<file path="src/rtl/gem_trigger_link_rx.sv">
// GEM trigger fiber link receiver: aligns 4-word frames on the word-0 comma, rebuilds the 56-bit
// cluster payload, tracks link lock and the latency-marker period, and keeps saturating error counts.
module gem_trigger_link_rx #(
  parameter int unsigned LOCK_FRAMES   = 8,
  parameter int unsigned MAX_MISS      = 4,
  parameter int unsigned MARKER_PERIOD = 128,
  parameter int unsigned ERR_CNT_W     = 16
) (
  input  logic                 clk_160_i,
  input  logic                 reset_n_i,
  input  logic [15:0]          rx_data_i,
  input  logic [1:0]           rx_charisk_i,
  input  logic [1:0]           rx_disperr_i,
  input  logic [1:0]           rx_notintable_i,
  input  logic                 err_cnt_clr_i,
  output logic [13:0]          cluster0_o,
  output logic [13:0]          cluster1_o,
  output logic [13:0]          cluster2_o,
  output logic [13:0]          cluster3_o,
  output logic                 overflow_o,
  output logic                 frame_valid_o,
  output logic                 marker_o,
  output logic                 locked_o,
  output logic                 marker_err_o,
  output logic [ERR_CNT_W-1:0] frame_err_cnt_o,
  output logic [ERR_CNT_W-1:0] marker_err_cnt_o
);

  localparam int unsigned LockW = $clog2(LOCK_FRAMES + 1);
  localparam int unsigned MissW = $clog2(MAX_MISS + 1);
  localparam int unsigned MkW   = $clog2(MARKER_PERIOD + 1);

  typedef enum logic [1:0] {StUnlocked, StAligning, StLocked} state_e;

  state_e           state_q;
  logic [1:0]       wcnt_q;
  logic [LockW-1:0] good_cnt_q;
  logic [MissW-1:0] miss_cnt_q;
  logic             mk_active_q;
  logic [MkW-1:0]   mk_cnt_q;
  logic [39:0]      pay_q;
  logic             ovf_q;
  logic             mk_q;
  logic             bad_q;

  logic        word_err;
  logic        word_bad;
  logic        comma_ok;
  logic        comma_ovf;
  logic        comma_mk;
  logic        frame_good;
  logic        frame_mk;
  logic        mk_due;
  logic [55:0] frame_pay;

  always_comb begin
    word_err  = |{rx_disperr_i, rx_notintable_i};
    word_bad  = word_err | (|rx_charisk_i);
    comma_ok  = 1'b0;
    comma_ovf = 1'b0;
    comma_mk  = 1'b0;
    if (rx_charisk_i == 2'b01 && !word_err) begin
      case (rx_data_i[7:0])
        8'hBC: comma_ok = 1'b1;
        8'hF7: begin comma_ok = 1'b1; comma_ovf = 1'b1; end
        8'hFC: begin comma_ok = 1'b1; comma_mk = 1'b1; end
        8'hFB: begin comma_ok = 1'b1; comma_ovf = 1'b1; comma_mk = 1'b1; end
        default: ;
      endcase
    end
    // Only meaningful while word 3 is on the input.
    frame_good = !bad_q && !word_bad;
    frame_mk   = frame_good && mk_q;
    mk_due     = (mk_cnt_q == MkW'(MARKER_PERIOD - 1));
    frame_pay  = {rx_data_i, pay_q};
  end

  always_ff @(posedge clk_160_i or negedge reset_n_i) begin
    if (!reset_n_i) begin
      state_q          <= StUnlocked;
      wcnt_q           <= 2'd0;
      good_cnt_q       <= '0;
      miss_cnt_q       <= '0;
      mk_active_q      <= 1'b0;
      mk_cnt_q         <= '0;
      pay_q            <= '0;
      ovf_q            <= 1'b0;
      mk_q             <= 1'b0;
      bad_q            <= 1'b0;
      cluster0_o       <= '0;
      cluster1_o       <= '0;
      cluster2_o       <= '0;
      cluster3_o       <= '0;
      overflow_o       <= 1'b0;
      frame_valid_o    <= 1'b0;
      marker_o         <= 1'b0;
      locked_o         <= 1'b0;
      marker_err_o     <= 1'b0;
      frame_err_cnt_o  <= '0;
      marker_err_cnt_o <= '0;
    end else begin
      wcnt_q        <= wcnt_q + 2'd1;
      frame_valid_o <= 1'b0;
      marker_o      <= 1'b0;
      marker_err_o  <= 1'b0;
      if (state_q == StUnlocked) begin
        // Any clean comma is taken as word 0 and starts the first candidate frame.
        if (comma_ok) begin
          state_q    <= StAligning;
          wcnt_q     <= 2'd1;
          good_cnt_q <= '0;
          pay_q[7:0] <= rx_data_i[15:8];
          ovf_q      <= comma_ovf;
          mk_q       <= comma_mk;
          bad_q      <= 1'b0;
        end
      end else begin
        unique case (wcnt_q)
          2'd0: begin
            pay_q[7:0] <= rx_data_i[15:8];
            ovf_q      <= comma_ovf;
            mk_q       <= comma_mk;
            bad_q      <= !comma_ok;
          end
          2'd1: begin
            pay_q[23:8] <= rx_data_i;
            bad_q       <= bad_q | word_bad;
          end
          2'd2: begin
            pay_q[39:24] <= rx_data_i;
            bad_q        <= bad_q | word_bad;
          end
          2'd3: begin
            if (state_q == StAligning) begin
              if (!frame_good) begin
                state_q <= StUnlocked;
              end else if (good_cnt_q == LockW'(LOCK_FRAMES - 1)) begin
                state_q       <= StLocked;
                locked_o      <= 1'b1;
                miss_cnt_q    <= '0;
                mk_active_q   <= 1'b0;
                mk_cnt_q      <= '0;
                frame_valid_o <= 1'b1;
                marker_o      <= mk_q;
                overflow_o    <= ovf_q;
                cluster0_o    <= frame_pay[13:0];
                cluster1_o    <= frame_pay[27:14];
                cluster2_o    <= frame_pay[41:28];
                cluster3_o    <= frame_pay[55:42];
              end else begin
                good_cnt_q <= good_cnt_q + LockW'(1);
              end
            end else begin
              // Marker period tracking; cleared below if this frame drops lock.
              if (!mk_active_q) begin
                if (frame_mk) begin
                  mk_active_q <= 1'b1;
                  mk_cnt_q    <= '0;
                end
              end else if (frame_mk || mk_due) begin
                mk_cnt_q <= '0;
                if (!(frame_mk && mk_due)) begin
                  marker_err_o <= 1'b1;
                  if (marker_err_cnt_o != '1) begin
                    marker_err_cnt_o <= marker_err_cnt_o + ERR_CNT_W'(1);
                  end
                end
              end else begin
                mk_cnt_q <= mk_cnt_q + MkW'(1);
              end
              if (frame_good) begin
                miss_cnt_q    <= '0;
                frame_valid_o <= 1'b1;
                marker_o      <= mk_q;
                overflow_o    <= ovf_q;
                cluster0_o    <= frame_pay[13:0];
                cluster1_o    <= frame_pay[27:14];
                cluster2_o    <= frame_pay[41:28];
                cluster3_o    <= frame_pay[55:42];
              end else begin
                if (frame_err_cnt_o != '1) begin
                  frame_err_cnt_o <= frame_err_cnt_o + ERR_CNT_W'(1);
                end
                if (miss_cnt_q == MissW'(MAX_MISS - 1)) begin
                  state_q     <= StUnlocked;
                  locked_o    <= 1'b0;
                  miss_cnt_q  <= '0;
                  mk_active_q <= 1'b0;
                  mk_cnt_q    <= '0;
                end else begin
                  miss_cnt_q <= miss_cnt_q + MissW'(1);
                end
              end
            end
          end
        endcase
      end
      if (err_cnt_clr_i) begin
        frame_err_cnt_o  <= '0;
        marker_err_cnt_o <= '0;
      end
    end
  end

endmodule
</file>
<file path="config.mk">
export PLATFORM = sky130hd
export DESIGN_NAME = gem_trigger_link_rx
export DESIGN_NICKNAME = d
export VERILOG_FILES = /design/src/rtl/gem_trigger_link_rx.sv
export SDC_FILE = /design/constraint.sdc
export NUM_CORES = 1
export LEC_CHECK = 0
export ABC_AREA = 1
export CORE_AREA = 2 2 131 133
export CTS_BUF_LIST = sky130_fd_sc_hd__clkbuf_16
export DETAILED_ROUTE_END_ITERATION = 10
export DIE_AREA = 0 0 133 135
export GPL_TIMING_DRIVEN = 0
export PLACE_DENSITY = 0.73
export SYNTH_ARGS = -nofsm -noshare
export SYNTH_HDL_FRONTEND = slang
export SYNTH_SLANG_ARGS = --single-unit
export TNS_END_PERCENT = 50
</file>
<file path="constraint.sdc">
create_clock -name clk_160_i -period 4.65 [get_ports clk_160_i]
set_clock_uncertainty 0.2 [all_clocks]
set_input_delay 0.93 -clock clk_160_i [delete_from_list [all_inputs] [get_ports clk_160_i]]
set_output_delay 0.93 -clock clk_160_i [all_outputs]
set_load 0.01 [all_outputs]
</file>
==> Implementation_results.wiki <==
{| class="wikitable"
! Metric !! Value
|-
| Global-route wire length before repair || 30040 um
|-
| Port bufs || 116
|-
| Compound-gate portion of the synthesized area || 9.022%
|-
| GRT Residual Overflow || 0
|-
| Number of primary I/O pins || 118
|-
| Share of the clock period used by the worst path || 63.32%
|-
| FF+latch count, synth || 156
|-
| Maximum buffer depth of the clock tree || 2
|-
| Required time worst endpoint || ~4.8 ns
|-
| Fraction of final layout cells with drive strength greater than 1 || 9.205%
|-
| Nets@finish || 1055
|-
| Startpoint of the lowest-slack register-to-register path || mk_cnt_q[0]
|-
| Summed instance area of the synthesized netlist || 7308 sq um
|-
| Crit Path Class || in2reg
|-
| Leading cell type in the layout, fill and taps excluded || nand2_1
|-
| Design internal power || 2676 uW
|-
| Post-synthesis to final-layout area growth || 28.40%
|-
| Post-synthesis mux area share || 0%
|-
| Number of global-route vias before repair || about 6100
|-
| FP Rows || 47
|-
| Total net switching power || 1198 uW
|-
| Die span in y || 135 um
|-
| Std-Cell Core Area || 16410 sq um
|-
| Clock tree root buffer cell || clkbuf_16
|-
| Initial antenna violation count || 0
|-
| TritonCTS clock tree || yes
|-
| Clock transition time at the flip-flop clock pins of the worst setup and hold paths || 0.06 ns
|-
| Share of power burned in combinational logic || a little under a fifth
|-
| Crit start category || primary input
|-
| Number of different library cells in the post-synthesis netlist || 35
|-
| Syn_nets || 919
|-
| Hold buffer count at cts || 0
|-
| Residual antenna-violating net count after detailed routing || 0
|-
| PostCTS Resize Cnt || 0
|-
| Maximum fanout along the worst path || 10
|-
| Data arrival time at the worst-slack endpoint || between 3 and 4 ns
|-
| Final slew viol count || 0
|-
| Main combinational cell family by area after synthesis || simple AND/OR/NAND/NOR gates
|-
| Worst slew margin || 58.92%
|-
| Synthesized area per cell || 8.277 sq um
|-
| Routed WL per cell || 14.65 um
|-
| Detail-routed via count per cell || 5.026
|-
| Deepest level of the CTS H-tree || 4
|-
| Final Hold Fails || 0
|-
| Total number of vias || around 6300
|-
| Outcome || finished, final reports clean
|-
| Starting DRC count in detailed routing || 425
|-
| Reg2Reg Depth || 12
|-
| Min-Delay Path Class || in2async
|-
| Switching part of the total power || 30.91%
|-
| Leakage component of the power || between 0.004 and 0.005 uW
|-
| Most used cells in the layout excluding fill and tap cells || nand2_1 (331), dfrtp_1 (156), clkdlybuf4s50_1 (115), o21ai_0 (76), inv_1 (71)
|-
| Cell Area, Placed || 8777 sq um
|-
| Total power divided by cell area || 412.8 nW/um^2
|-
| Initial Util || 44.54%
|-
| Type of destination of the critical path || flop
|-
| Total Routing Usage GR || about a fifth
|-
| Sequential fraction of the synthesis area || roughly 53%
|-
| Count of inserted antenna diode cells || 0
|-
| Post-CTS Repair Setup Buffers || 0
|-
| Count of TritonRoute iterations in the first routing pass || 5
|-
| Final-report setup violation count || 0
|-
| DRT Wirelength || about 18000 um
|-
| Count of unresolved DRC violations after routing || 0
|-
| Die Outline Area || 17960 sq um
|-
| End of the worst register-to-register path || marker_err_cnt_o[0]
|-
| Worst slack on hold paths || 0.1607 ns
|-
| Worst reg2reg setup slack || a little over 2 ns
|-
| Fillers || 1456
|-
| Number of cells produced by synthesis || between 800 and 900
|-
| Die Width || 133 um
|-
| Area of all placed cells without fillers || roughly 9400 sq um
|-
| RePlAce Congestion || 0.8631
|-
| Post-synthesis share of cell area spent on xor and xnor gates || 2.637%
|-
| Relative contribution of sequential cells to total power || 44.9%
|-
| Post-route minimum period || about 2.9 ns
|-
| Insertion delay to the later sink of the worst-skew pair || 0.43 ns
|-
| Slew at the pin closest to its max-slew limit || 0.6162 ns
|-
| TritonCTS sink count || 156
|-
| Count of synthesis-stage warnings from yosys || 0
|-
| Setup repair after global routing missed its margin || no
|-
| Placed wire-length estimate || 12760 um
|-
| Number of buffers inserted during clock tree synthesis || 17
|-
| Max Clock Freq || around 0.34 GHz
|-
| Pin count of the biggest net entering global routing || 123
|-
| Max-capacitance violation count || 0
|-
| Clock Power Share || 36.7%
|-
| Synth Area in Adders || 1.883%
|-
| Maximum vdd ir drop || 299.1 uV
|-
| Fraction of the mapped netlist area in simple logic gates || a little over a quarter
|-
| Total power || ~3900 uW
|}
## synthesized netlist by cell type (all sizes together)
library cell    n  area share [%]
nand2         338              18
dfrtp         156              53
o21ai         106             8.0
inv            78             4.0
nor2           61             3.5
nand3          49             3.6
xor2           20             2.4
buf            19             1.8
ha             11             1.9
nor3           10            0.75
clkbuf          9            0.46
a21oi           7            0.48
nand4           7            0.60
or2             4            0.34
xnor2           2            0.24
a31o            1            0.12
a31oi           1            0.17
clkinv          1           0.051
nand3b          1            0.10
o211ai          1            0.10
o22ai           1            0.17
## area by class of cell
type | count | area [sq um] | area share, %
flip-flops and latches | 156 | 3904 | 41.60
multi-input cells | 620 | 2939 | 31.32
repair buffers | 117 | 1194 | 12.72
clock buffers | 17 | 425.4 | 4.533
inverters | 79 | 299.0 | 3.187
well taps | 220 | 275.3 | 2.933
clock inverters | 15 | 181.4 | 1.933
plain buffers | 28 | 166.4 | 1.773
## state kept, by name, indices dropped and copies added (netlist names), 2 cells and up
| register | flops |
|---|---|
| cluster0_o | 14 |
| cluster1_o | 14 |
| cluster2_o | 14 |
| cluster3_o | 14 |
| frame_err_cnt_o | 16 |
| good_cnt_q | 4 |
| marker_err_cnt_o | 16 |
| miss_cnt_q | 3 |
| mk_cnt_q | 8 |
| pay_q | 40 |
| state_q | 2 |
| wcnt_q | 2 |
## cells by family after synthesis
family | Yosys count
AND/OR/NAND/NOR | 470
flip-flops | 156
AO/OA/AOI/OAI | 117
buffers and inverters | 107
XOR/XNOR | 22
adder cells (fa/ha/maj) | 11
## power groups by stage
stage / Sequential, uW / Combinational (uW) / Clock [uW]
floorplan: 1730 / 489 / 0
global placement: 1750 / 677 / 0
detailed placement: 1760 / 707 / 0
CTS: 1740 / 712 / 1440
global route: 1760 / 800 / 1500
finish: 1740 / 711 / 1420
## critical path, stage by stage
cell and delay, ns:
clkdlybuf4s50_1 0.45, nor2_1 0.12, nand2_1 0.09, nor2_4 0.26, nand2_1 0.17, ha_1 0.25
nor3_1 0.25, nand2_1 0.10, nand2_2 0.08, buf_2 0.23, nand3_1 0.09, o21ai_1 0.09
## routing by layer
metal	GRT usage, %	vias up	wire (um)
li1	-	3062	-
met1	28.30	3029	8369
met2	34.14	179	8724
met3	5.368	23	1003
met4	6.153	0	240
met5	0	-	0
## worst max-delay path by stage
stage | startpoint | end | slack, ns | cells past startpoint
2_1_floorplan | rx_notintable_i[1] | marker_err_cnt_o[0] | 2.07 | 11
3_3_place_gp | reset_n_i | cluster0_o[5] | -4.01 | 1
3_5_place_dp | rx_charisk_i[0] | marker_err_cnt_o[6] | 1.25 | 12
4_1_cts | rx_charisk_i[0] | marker_err_cnt_o[6] | 1.69 | 12
5_1_grt | rx_notintable_i[1] | marker_err_cnt_o[0] | 1.46 | 12
6_report | rx_charisk_i[0] | marker_err_cnt_o[0] | 1.71 | 12
## stage by stage
| step | utilization, % | setup TNS (ns) | worst slack (ns) | instances |
|---|---|---|---|---|
| finish | 57.20 | 0 | 1.705 | 1252 |
| floorplan | - | 0 | 2.069 | 883 |
| global placement | 53.30 | -622.93 | -4.006 | 1219 |
| global route | 57.20 | 0 | 1.459 | 1252 |
| CTS | 57.20 | 0 | 1.690 | 1252 |
| detailed placement | 53.50 | 0 | 1.248 | 1220 |
Note: power is estimated with default switching activity, not from simulation.
